**src/rtl/gpu_pkg.sv**
```systemverilog
// Shared GPU definitions: instruction opcodes, MSB-first instruction field positions, memory unit FSM states.
// Latency: n/a (types, constants and a constant helper function only).
// Backpressure: n/a.
package gpu_pkg;

    // Instruction opcodes, shared with the controller.
    typedef enum logic [3:0] {
        OP_NOP       = 4'b0000,
        OP_END       = 4'b0001,
        OP_XOR       = 4'b0010,
        OP_ADDI      = 4'b0011,
        OP_BGE       = 4'b0100,
        OP_JUMP      = 4'b0101,
        OP_SMA       = 4'b0110,
        OP_LOADI     = 4'b0111,
        OP_SENDL     = 4'b1000,
        OP_LOADB     = 4'b1001,
        OP_LOAD      = 4'b1010,
        OP_WRITEB    = 4'b1011,
        OP_WRITE     = 4'b1100,
        OP_OR        = 4'b1101,
        OP_SENDITERS = 4'b1110
    } opcode_e;

    // Field positions counted MSB-first: position 0 is the instruction MSB.
    localparam int OPC_POS   = 0;
    localparam int OPC_BITS  = 4;
    localparam int REGA_POS  = 4;
    localparam int REGA_BITS = 4;
    localparam int IMM_POS   = 8;
    localparam int IMM_BITS  = 16;
    localparam int REGB_POS  = 24;
    localparam int REGB_BITS = 4;

    // Cache read sequencer states.
    typedef enum logic [1:0] {
        ST_IDLE = 2'd0,
        ST_RD1  = 2'd1,
        ST_RD2  = 2'd2
    } rd_state_e;

    // Converts an MSB-first field position into the LSB index of a [W-1:0] vector.
    function automatic int field_lsb(input int instr_width, input int pos, input int bits);
        return instr_width - pos - bits;
    endfunction

endpackage

```
**src/rtl/mem_instr_unit.sv**
```systemverilog
// Memory instruction unit: decodes SMA/LOADI/SENDL/WRITEB/WRITE, owns the line buffer, drives cache BRAM and FMA operand line.
// Latency: SENDL/WRITE outputs 1 cycle after strobe; WRITEB fma_write_out 3 cycles after strobe (address shown in the issue cycle).
// Backpressure: none; busy_out high during a WRITEB read, instructions arriving then are dropped and overrun_out sticks high.
// Ports: clk_in/rst_in (sync, active-high); instr_in/instr_valid_in from controller; cache_* to external BRAM
//        (2-cycle read latency); fma_* operand line and flags to the FMA lanes; busy_out, overrun_out status.
module mem_instr_unit #(
    parameter int INSTRUCTION_WIDTH = 32,
    parameter int DATA_CACHE_WIDTH  = 16,
    parameter int DATA_CACHE_DEPTH  = 4096,
    parameter int FMA_COUNT         = 2,
    localparam int LINE_WORDS       = 3 * FMA_COUNT,
    localparam int LINE_WIDTH       = LINE_WORDS * DATA_CACHE_WIDTH,
    localparam int ADDR_W           = $clog2(DATA_CACHE_DEPTH)
) (
    input  logic                         clk_in,
    input  logic                         rst_in,
    input  logic [INSTRUCTION_WIDTH-1:0] instr_in,
    input  logic                         instr_valid_in,
    output logic                         busy_out,
    output logic [ADDR_W-1:0]            cache_addr_out,
    output logic [LINE_WIDTH-1:0]        cache_din_out,
    output logic                         cache_we_out,
    input  logic [LINE_WIDTH-1:0]        cache_dout_in,
    output logic [LINE_WIDTH-1:0]        fma_line_out,
    output logic                         fma_write_out,
    output logic                         fma_replace_c_out,
    output logic                         fma_valid_out,
    output logic                         overrun_out
);
    import gpu_pkg::*;

    localparam int OPC_LSB  = field_lsb(INSTRUCTION_WIDTH, OPC_POS, OPC_BITS);
    localparam int REGA_LSB = field_lsb(INSTRUCTION_WIDTH, REGA_POS, REGA_BITS);
    localparam int IMM_LSB  = field_lsb(INSTRUCTION_WIDTH, IMM_POS, IMM_BITS);
    localparam int REGB_LSB = field_lsb(INSTRUCTION_WIDTH, REGB_POS, REGB_BITS);

    // Decoded fields
    opcode_e                     w_opcode;
    logic [REGA_BITS-1:0]        w_reg_a;
    logic [REGB_BITS-1:0]        w_reg_b;
    logic [ADDR_W-1:0]           w_imm_addr;
    logic [DATA_CACHE_WIDTH-1:0] w_imm_data;

    assign w_opcode   = opcode_e'(instr_in[OPC_LSB +: OPC_BITS]);
    assign w_reg_a    = instr_in[REGA_LSB +: REGA_BITS];
    assign w_reg_b    = instr_in[REGB_LSB +: REGB_BITS];
    // Immediate is truncated to the address/word width; upper bits wrap away.
    assign w_imm_addr = instr_in[IMM_LSB +: ADDR_W];
    assign w_imm_data = instr_in[IMM_LSB +: DATA_CACHE_WIDTH];

    // State
    rd_state_e                   r_state;
    rd_state_e                   w_state_nxt;
    logic [DATA_CACHE_WIDTH-1:0] r_line_buf [LINE_WORDS];
    logic [LINE_WIDTH-1:0]       w_line_packed;
    logic [ADDR_W-1:0]           r_mem_addr;
    logic [ADDR_W-1:0]           r_cache_addr;
    logic [LINE_WIDTH-1:0]       r_cache_din;
    logic                        r_cache_we;
    logic [LINE_WIDTH-1:0]       r_fma_line;
    logic                        r_fma_write;
    logic                        r_fma_replace_c;
    logic                        r_fma_valid;
    logic                        r_wb_replace_c;
    logic                        r_wb_valid;
    logic                        r_overrun;

    logic w_accept;
    logic w_drop;
    logic w_rd_issue;

    assign w_accept   = instr_valid_in && (r_state == ST_IDLE) && !rst_in;
    assign w_drop     = instr_valid_in && (r_state != ST_IDLE);
    assign w_rd_issue = w_accept && (w_opcode == OP_WRITEB);

    // Word i of the line sits at bits [i*W +: W]; lane i owns words 3i..3i+2.
    always_comb begin
        w_line_packed = '0;
        for (int i = 0; i < LINE_WORDS; i++) begin
            w_line_packed[i*DATA_CACHE_WIDTH +: DATA_CACHE_WIDTH] = r_line_buf[i];
        end
    end

    // WRITEB read sequencer: the address is driven combinationally in the issue
    // cycle so the 2-cycle BRAM data lands exactly while the FSM is in RD2.
    always_ff @(posedge clk_in) begin
        if (rst_in) begin
            r_state <= ST_IDLE;
        end else begin
            r_state <= w_state_nxt;
        end
    end

    always_comb begin
        w_state_nxt = r_state;
        case (r_state)
            ST_IDLE: if (w_rd_issue) w_state_nxt = ST_RD1;
            ST_RD1:  w_state_nxt = ST_RD2;
            ST_RD2:  w_state_nxt = ST_IDLE;
            default: w_state_nxt = ST_IDLE;
        endcase
    end

    always_ff @(posedge clk_in) begin
        if (rst_in) begin
            for (int i = 0; i < LINE_WORDS; i++) begin
                r_line_buf[i] <= '0;
            end
            r_mem_addr      <= '0;
            r_cache_addr    <= '0;
            r_cache_din     <= '0;
            r_cache_we      <= 1'b0;
            r_fma_line      <= '0;
            r_fma_write     <= 1'b0;
            r_fma_replace_c <= 1'b0;
            r_fma_valid     <= 1'b0;
            r_wb_replace_c  <= 1'b0;
            r_wb_valid      <= 1'b0;
            r_overrun       <= 1'b0;
        end else begin
            r_cache_we  <= 1'b0;
            r_fma_write <= 1'b0;

            if (w_drop) begin
                r_overrun <= 1'b1;
            end

            // BRAM data is valid now; hand it to the FMAs with the flags latched at issue.
            if (r_state == ST_RD2) begin
                r_fma_line      <= cache_dout_in;
                r_fma_write     <= 1'b1;
                r_fma_replace_c <= r_wb_replace_c;
                r_fma_valid     <= r_wb_valid;
            end

            if (w_accept) begin
                case (w_opcode)
                    OP_SMA: r_mem_addr <= w_imm_addr;
                    OP_LOADI: begin
                        // Out-of-range word index matches no entry and is a no-op.
                        for (int i = 0; i < LINE_WORDS; i++) begin
                            if (int'(w_reg_a) == i) begin
                                r_line_buf[i] <= w_imm_data;
                            end
                        end
                    end
                    OP_SENDL: begin
                        r_cache_addr <= r_mem_addr;
                        r_cache_din  <= w_line_packed;
                        r_cache_we   <= 1'b1;
                    end
                    OP_WRITEB: begin
                        r_cache_addr   <= w_imm_addr;
                        r_wb_replace_c <= (w_reg_a != '0);
                        r_wb_valid     <= (w_reg_b != '0);
                    end
                    OP_WRITE: begin
                        r_fma_line      <= w_line_packed;
                        r_fma_write     <= 1'b1;
                        r_fma_replace_c <= (w_reg_a != '0);
                        r_fma_valid     <= (w_reg_b != '0);
                    end
                    default: ;
                endcase
            end
        end
    end

    assign busy_out          = (r_state != ST_IDLE);
    assign cache_addr_out    = w_rd_issue ? w_imm_addr : r_cache_addr;
    assign cache_din_out     = r_cache_din;
    assign cache_we_out      = r_cache_we;
    assign fma_line_out      = r_fma_line;
    assign fma_write_out     = r_fma_write;
    assign fma_replace_c_out = r_fma_replace_c;
    assign fma_valid_out     = r_fma_valid;
    assign overrun_out       = r_overrun;

endmodule

```
**config.mk**
```make
export PLATFORM = sky130hd
export DESIGN_NAME = mem_instr_unit
export DESIGN_NICKNAME = d
export VERILOG_FILES = /design/src/rtl/gpu_pkg.sv /design/src/rtl/mem_instr_unit.sv
export SDC_FILE = /design/constraint.sdc
export NUM_CORES = 1
export LEC_CHECK = 0
export ABC_AREA = 1
export BUFFER_PORTS_ARGS = -buffer_cell sky130_fd_sc_hd__buf_2
export CAP_MARGIN = 30
export CORE_ASPECT_RATIO = 1.1
export CORE_UTILIZATION = 57
export CTS_CLUSTER_DIAMETER = 150
export DETAILED_ROUTE_END_ITERATION = 6
export PLACE_DENSITY = 0.85
export SLEW_MARGIN = 25
export SYNTH_ARGS = -nofsm -noshare
export SYNTH_HDL_FRONTEND = slang
export SYNTH_SLANG_ARGS = --single-unit
```
**constraint.sdc**
```tcl
create_clock -name clk_in -period 2.89 [get_ports clk_in]
set_input_delay 0.4335 -clock clk_in [delete_from_list [all_inputs] [get_ports clk_in]]
set_output_delay 0.4335 -clock clk_in [all_outputs]
set_load 0.1 [all_outputs]
```
# [Word-level counts from Yosys, hierarchy flattened]
# Memories as Yosys holds them, arrays and structs flattened.
# Index checks and enable logic that the tools add are counted.
[word_totals] out_inout_bits=210 input_bits=131 n_memories=1 mem_bits_rw=96 rom_bits=0 word_cells=104 ff_bits=225 latchBits=0
[memory_table] memory="r_line_buf" depth=6 width=16 read_ports=6 rd_clocked_by_memory_dff=0 wr=6 line="mem_instr_unit.sv:54" text="logic [DATA_CACHE_WIDTH-1:0] r_line_buf [LINE_WORDS];"
[op_classes] n_addsub=0 bitwise=7 reduce_logical=16 div_mod_pow=0 shift=0 n_mux=55 n_lt_le_gt_ge=0 mul=0 eq_ne=13
[op_table] operator="96-bit 2-to-1 mux" n=3
[op_table] operator="16-bit 2-to-1 mux" n=6
[op_table] operator="1-bit 2-to-1 mux" n=42
[op_table] operator="12-bit one-hot mux with 2 select lines" n=1
[op_table] operator="4-bit equality test (second input constant)" n=5
[op_table] operator="4-bit by 3-bit equality test with 1-bit output (second input constant)" n=4
[op_table] operator="12-bit 2-to-1 mux" n=1
[op_table] operator="2-bit AND reduction" n=4
[op_table] operator="4-bit nonzero test" n=2
[op_table] operator="1-bit OR" n=6
[op_table] operator="4-bit by 2-bit equality test with 1-bit output (second input constant)" n=1
[op_table] operator="1-bit logical AND" n=4
[op_table] operator="4-bit zero test" n=1
[op_table] operator="2-bit one-hot mux with 2 select lines" n=1
[op_table] operator="2-bit nonzero test" n=2
[op_table] operator="2-bit by 1-bit equality test with 1-bit output (second input constant)" n=1
[op_table] operator="2-bit equality test (second input constant)" n=1
[op_table] operator="2-bit zero test" n=1
[op_table] operator="2-bit 2-to-1 mux" n=1
[op_table] operator="2-bit inequality test (second input constant)" n=1
[op_table] operator="2-bit OR reduction" n=1
[op_table] operator="1-bit zero test" n=1
[op_table] operator="1-bit inverter" n=1

# [Longest topological paths before layout]
[depth] word_depth=7 depth_mapped=9 depth_no_buf=7

# [Least setup slack after synthesis]
# No wires, ideal clock.
[synth_path] kind="reg-to-output" from="register r_state[0]" to="output cache_addr_out[0]" t_required_ns=2.457 t_arrival_ns=3.841 path_buffers=1 setup_slack_ns=-1.384 path_stages_with_launch=7 path_cell_list="dfxtp_1 > inv_2 > nand2_1 > nor2_4 > nand2_2 > clkbuf_1 > o21ai_0"
[synth_via] elab_chain_len=5
[synth_lines] element="start: declaration" line="mem_instr_unit.sv:52" text="rd_state_e r_state;"
[synth_lines] element="start signal: assignment" line="mem_instr_unit.sv:90" text="r_state <= w_state_nxt;"
[synth_lines] element="2-bit zero test" line="mem_instr_unit.sv:72" text="assign w_accept = instr_valid_in && (r_state == ST_IDLE) && !rst_in;"
[synth_lines] element="1-bit logical AND (2 in a row)" line="mem_instr_unit.sv:72"
[synth_lines] element="1-bit logical AND" line="mem_instr_unit.sv:74" text="assign w_rd_issue = w_accept && (w_opcode == OP_WRITEB);"
[synth_lines] element="12-bit 2-to-1 mux" line="mem_instr_unit.sv:170" text="assign cache_addr_out = w_rd_issue ? w_imm_addr : r_cache_addr;"
[synth_lines] element="end: declaration" line="mem_instr_unit.sv:20" text="output logic [ADDR_W-1:0] cache_addr_out,"
# No other way between the ends.

# [Final worst setup path]
[layout_path] from="register r_state[0]" to="output cache_addr_out[1]"
# The elaborated chain is that of the path after synthesis.

==> flow_metrics.py <==
metrics = {
    "status": {
        "status": "completed",
    },
    "clock_tree": {
        "clock_latency_ns": 0.56,
        "cts.htree.levels": 1,
        "cts_buffers": 30,
        "post_cts_buffers": 0,
        "cts_tree": "built",
        "ctsHoldBuffers": 0,
        "cts_sinks": 321,
        "cts.clk_slew.worst_paths_ns": 0.07,
        "cts_root_buffer": "clkbuf_16",
        "clock_path_buffers": 3,
    },
    "sta": {
        "fmax_mhz": 379,
        "skew_ns": 0.0173,
        "hold_viol": 0,
        "tightestPinTransition_ns": 0.977,
        "setup_viol": 0,
        "relSlewSlack_pct": 34.9,
        "rsz0062_at_grt": "false",
        "fin_crit_ns": 2.64,
        "period_share_pct": 91.3,
        "hold_slack_ns": 0.246,
        "report.final.slew_viol_count": 0,
    },
    "floorplanning": {
        "rows": 57,
        "dieArea_mm2": 0.0234,
        "start_util_pct": 58.5,
        "die_h_um": 160,
        "die_w_um": 146,
        "design.portCount": 341,
        "coreArea_mm2": 0.0222,
    },
    "synth": {
        "synth_top_family_by_area": "simple AND/OR/NAND/NOR gates",
        "yosys.area.top_type": "dfxtp_1",
        "yosys.cell_types.count": 27,
        "synth_ff_type": "dfxtp_1",
        "synth_nets": 1764,
        "ys_warn_count": 0,
        "postSynthAreaPerCell_um2": 7.95,
        "ys_seq_elements": 321,
        "ys_seq_area_share_pct": 56.9,
        "synth_xor_area_share_pct": 0,
        "synthMuxAreaShare_pct": 0,
        "synth_top_area_share_pct": 34.7,
        "synth_simple_gate_area_share_pct": 29.7,
        "synth_edf_count": 96,
        "synth_compound_area_share_pct": 8.56,
        "synthTopCellsByArea": "dfxtp_1 (35%), edfxtp_1 (22%), nor2_1 (15%), nand2_1 (8.6%), o21ai_0 (5.7%)",
        "ys_top_cells_by_count": "nor2_1 (520), nand2_1 (299), dfxtp_1 (225)",
        "yosys.cell_count.top_type": "nor2_1",
        "syn-cell-area_mm2": 0.0130,
        "async_flop_share_pct": 0,
        "synthAdderAreaFrac_pct": 0,
        "syn_inst": 1633,
    },
    "critical_path": {
        "crit_path_end_kind": "primary output",
        "critPathLaunchType": "flop",
        "crit_top_cell": "nand2_1",
        "critPathRequiredTime_ns": 2.46,
        "worstSetupPathType": "reg2out",
        "max_stage_delay_ns": 0.37,
        "arrival_ns": 2.20,
        "crit_slowest_cell": "dfxtp_1",
        "rr_worst_depth": 9,
        "worstPathCellList": "clkinv_2 > nand2_1 > nor2_4 > nand2_4 > nand2_1 > o21ai_2 > buf_12",
        "worst-path-max-fanout": 28,
    },
    "finish": {
        "synthToLayoutAreaGrowth_pct": 24.6,
        "fin_area_mm2": 0.0162,
        "drive_gt1_share_pct": 23.1,
        "instances_no_fill": 2246,
        "final_nets": 2054,
    },
    "route": {
        "routedWlPerCell_um": 17.2,
        "dr.pass1.iters": 5,
        "antenna_left": 0,
        "viasPerCell": 5.51,
        "post-route-drc-count": 0,
        "dr_total_vias": 12400,
        "dr.first_iter.drc_count": 1124,
        "finalWirelength_mm": 38.7,
    },
    "placement": {
        "hpwl_mm": 24.5,
        "port_buffers": 336,
        "place_inst": 2183,
        "placed_area_mm2": 0.0150,
        "place_congestion": 0.937,
    },
    "grt": {
        "antenna_found_initial": 5,
        "grt_pass1_vias": 11800,
        "grt_use_total_pct": 32.5,
        "grt_pass1_wl_mm": 59.9,
        "grt_max_degree": 120,
        "overflow": 0,
    },
    "run": {
        "cap_violations": 0,
    },
    "power": {
        "power_mw": 9.73,
        "ir_drop_v": 0.000511,
        "power.leakage_nw": 7.83,
        "power_density_mw_per_mm2": 602,
    },
    "min_path": {
        "hold_path_depth": 5,
        "holdCritPathClass": "in2reg",
    },
}
==> kinds of logic after synthesis <==
| logic type | count (synthesis) |
|---|---|
| AOI/OAI and AO/OA | 222 |
| DFF | 321 |
| and+or+nand+nor | 950 |
| buffers and inverters | 140 |
==> critical path, delay by kind of cell (launching register included) <==
kind,cells,cell delay [ns]
AO/OA/AOI/OAI,1,0.13
AND/OR/NAND/NOR,4,0.68
flip-flops,1,0.37
buffers and inverters,2,0.44
==> power by group <==
| group | total [mW] | switching, mW | internal (mW) |
|---|---|---|---|
| Combinational | 0.801 | 0.621 | 0.181 |
| Sequential | 4.78 | 0.0561 | 4.72 |
| Clock | 4.15 | 1.72 | 2.43 |
| Total | 9.73 | 2.40 | 7.33 |
==> layout make-up <==
cell class	count	area [um2]
Sequential cell	321	7390
Fill cell	1622	6010
Multi-Input combinational cell	1172	5030
Timing Repair Buffer	369	2190
Clock buffer	45	900
Tap cell	295	369
Clock inverter	11	154
Inverter	29	119
Antenna cell	4	10.0
==> final timing paths <==
kind / startpoint / to / slack (ns)
min reg2reg: r_cache_addr[4] / r_cache_addr[4] / 0.47
min: cache_dout_in[79] / fma_line_out[79] / 0.25
max: r_state[0] / cache_addr_out[1] / 0.25
max reg2reg: r_state[0] / cache_din_out[94] / 0.69
==> repair_timing <==
item	in CTS	in global routing
setup endpoints to repair	0	12
hold endpoints to repair	0	0
resized for setup	0	1
==> placed cells by master, fill, tap and decap left out, drive strengths merged <==
cell | Yosys | routed
a21oi | 13 | 13
and2 | 1 | 1
buf | 39 | 369
bufinv | 0 | 3
clkbuf | 72 | 45
clkinv | 1 | 7
clkinvlp | 0 | 2
dfxtp | 225 | 225
diode | 0 | 4
edfxtp | 96 | 96
inv | 28 | 28
nand2 | 303 | 303
nand3 | 115 | 115
nand4 | 4 | 4
nor2 | 525 | 525
nor3 | 2 | 2
o21ai | 209 | 209
==> stage by stage <==
step           utilization, %  TNS [ns]  setup WS (ns)
3_3_place_gp             67.8         0          0.656
6_report                 72.9         0          0.253
5_1_grt                  72.9         0          0.148
4_1_cts                  72.5         0         0.0366
3_5_place_dp             67.8         0          0.649
2_1_floorplan               -     -2.27         -0.213
==> per-layer routing <==
| layer | global-route usage, % | routed length, um | vias to the layer above |
|---|---|---|---|
| met1 | 39.7 | 14900 | 5706 |
| li1 | - | - | 5851 |
| met4 | 17.9 | 2030 | 2 |
| met5 | 0 | 16 | - |
| met3 | 5.29 | 3250 | 144 |
| met2 | 54.8 | 18500 | 668 |
==> flip-flops by register name, indices dropped and copies added (netlist names), 2 cells and up <==
register	cells
cache_din_out	96
fma_line_out	96
r_cache_addr	12
r_line_buf	96
r_mem_addr	12
r_state	2
(Power assumes the default switching activity.)
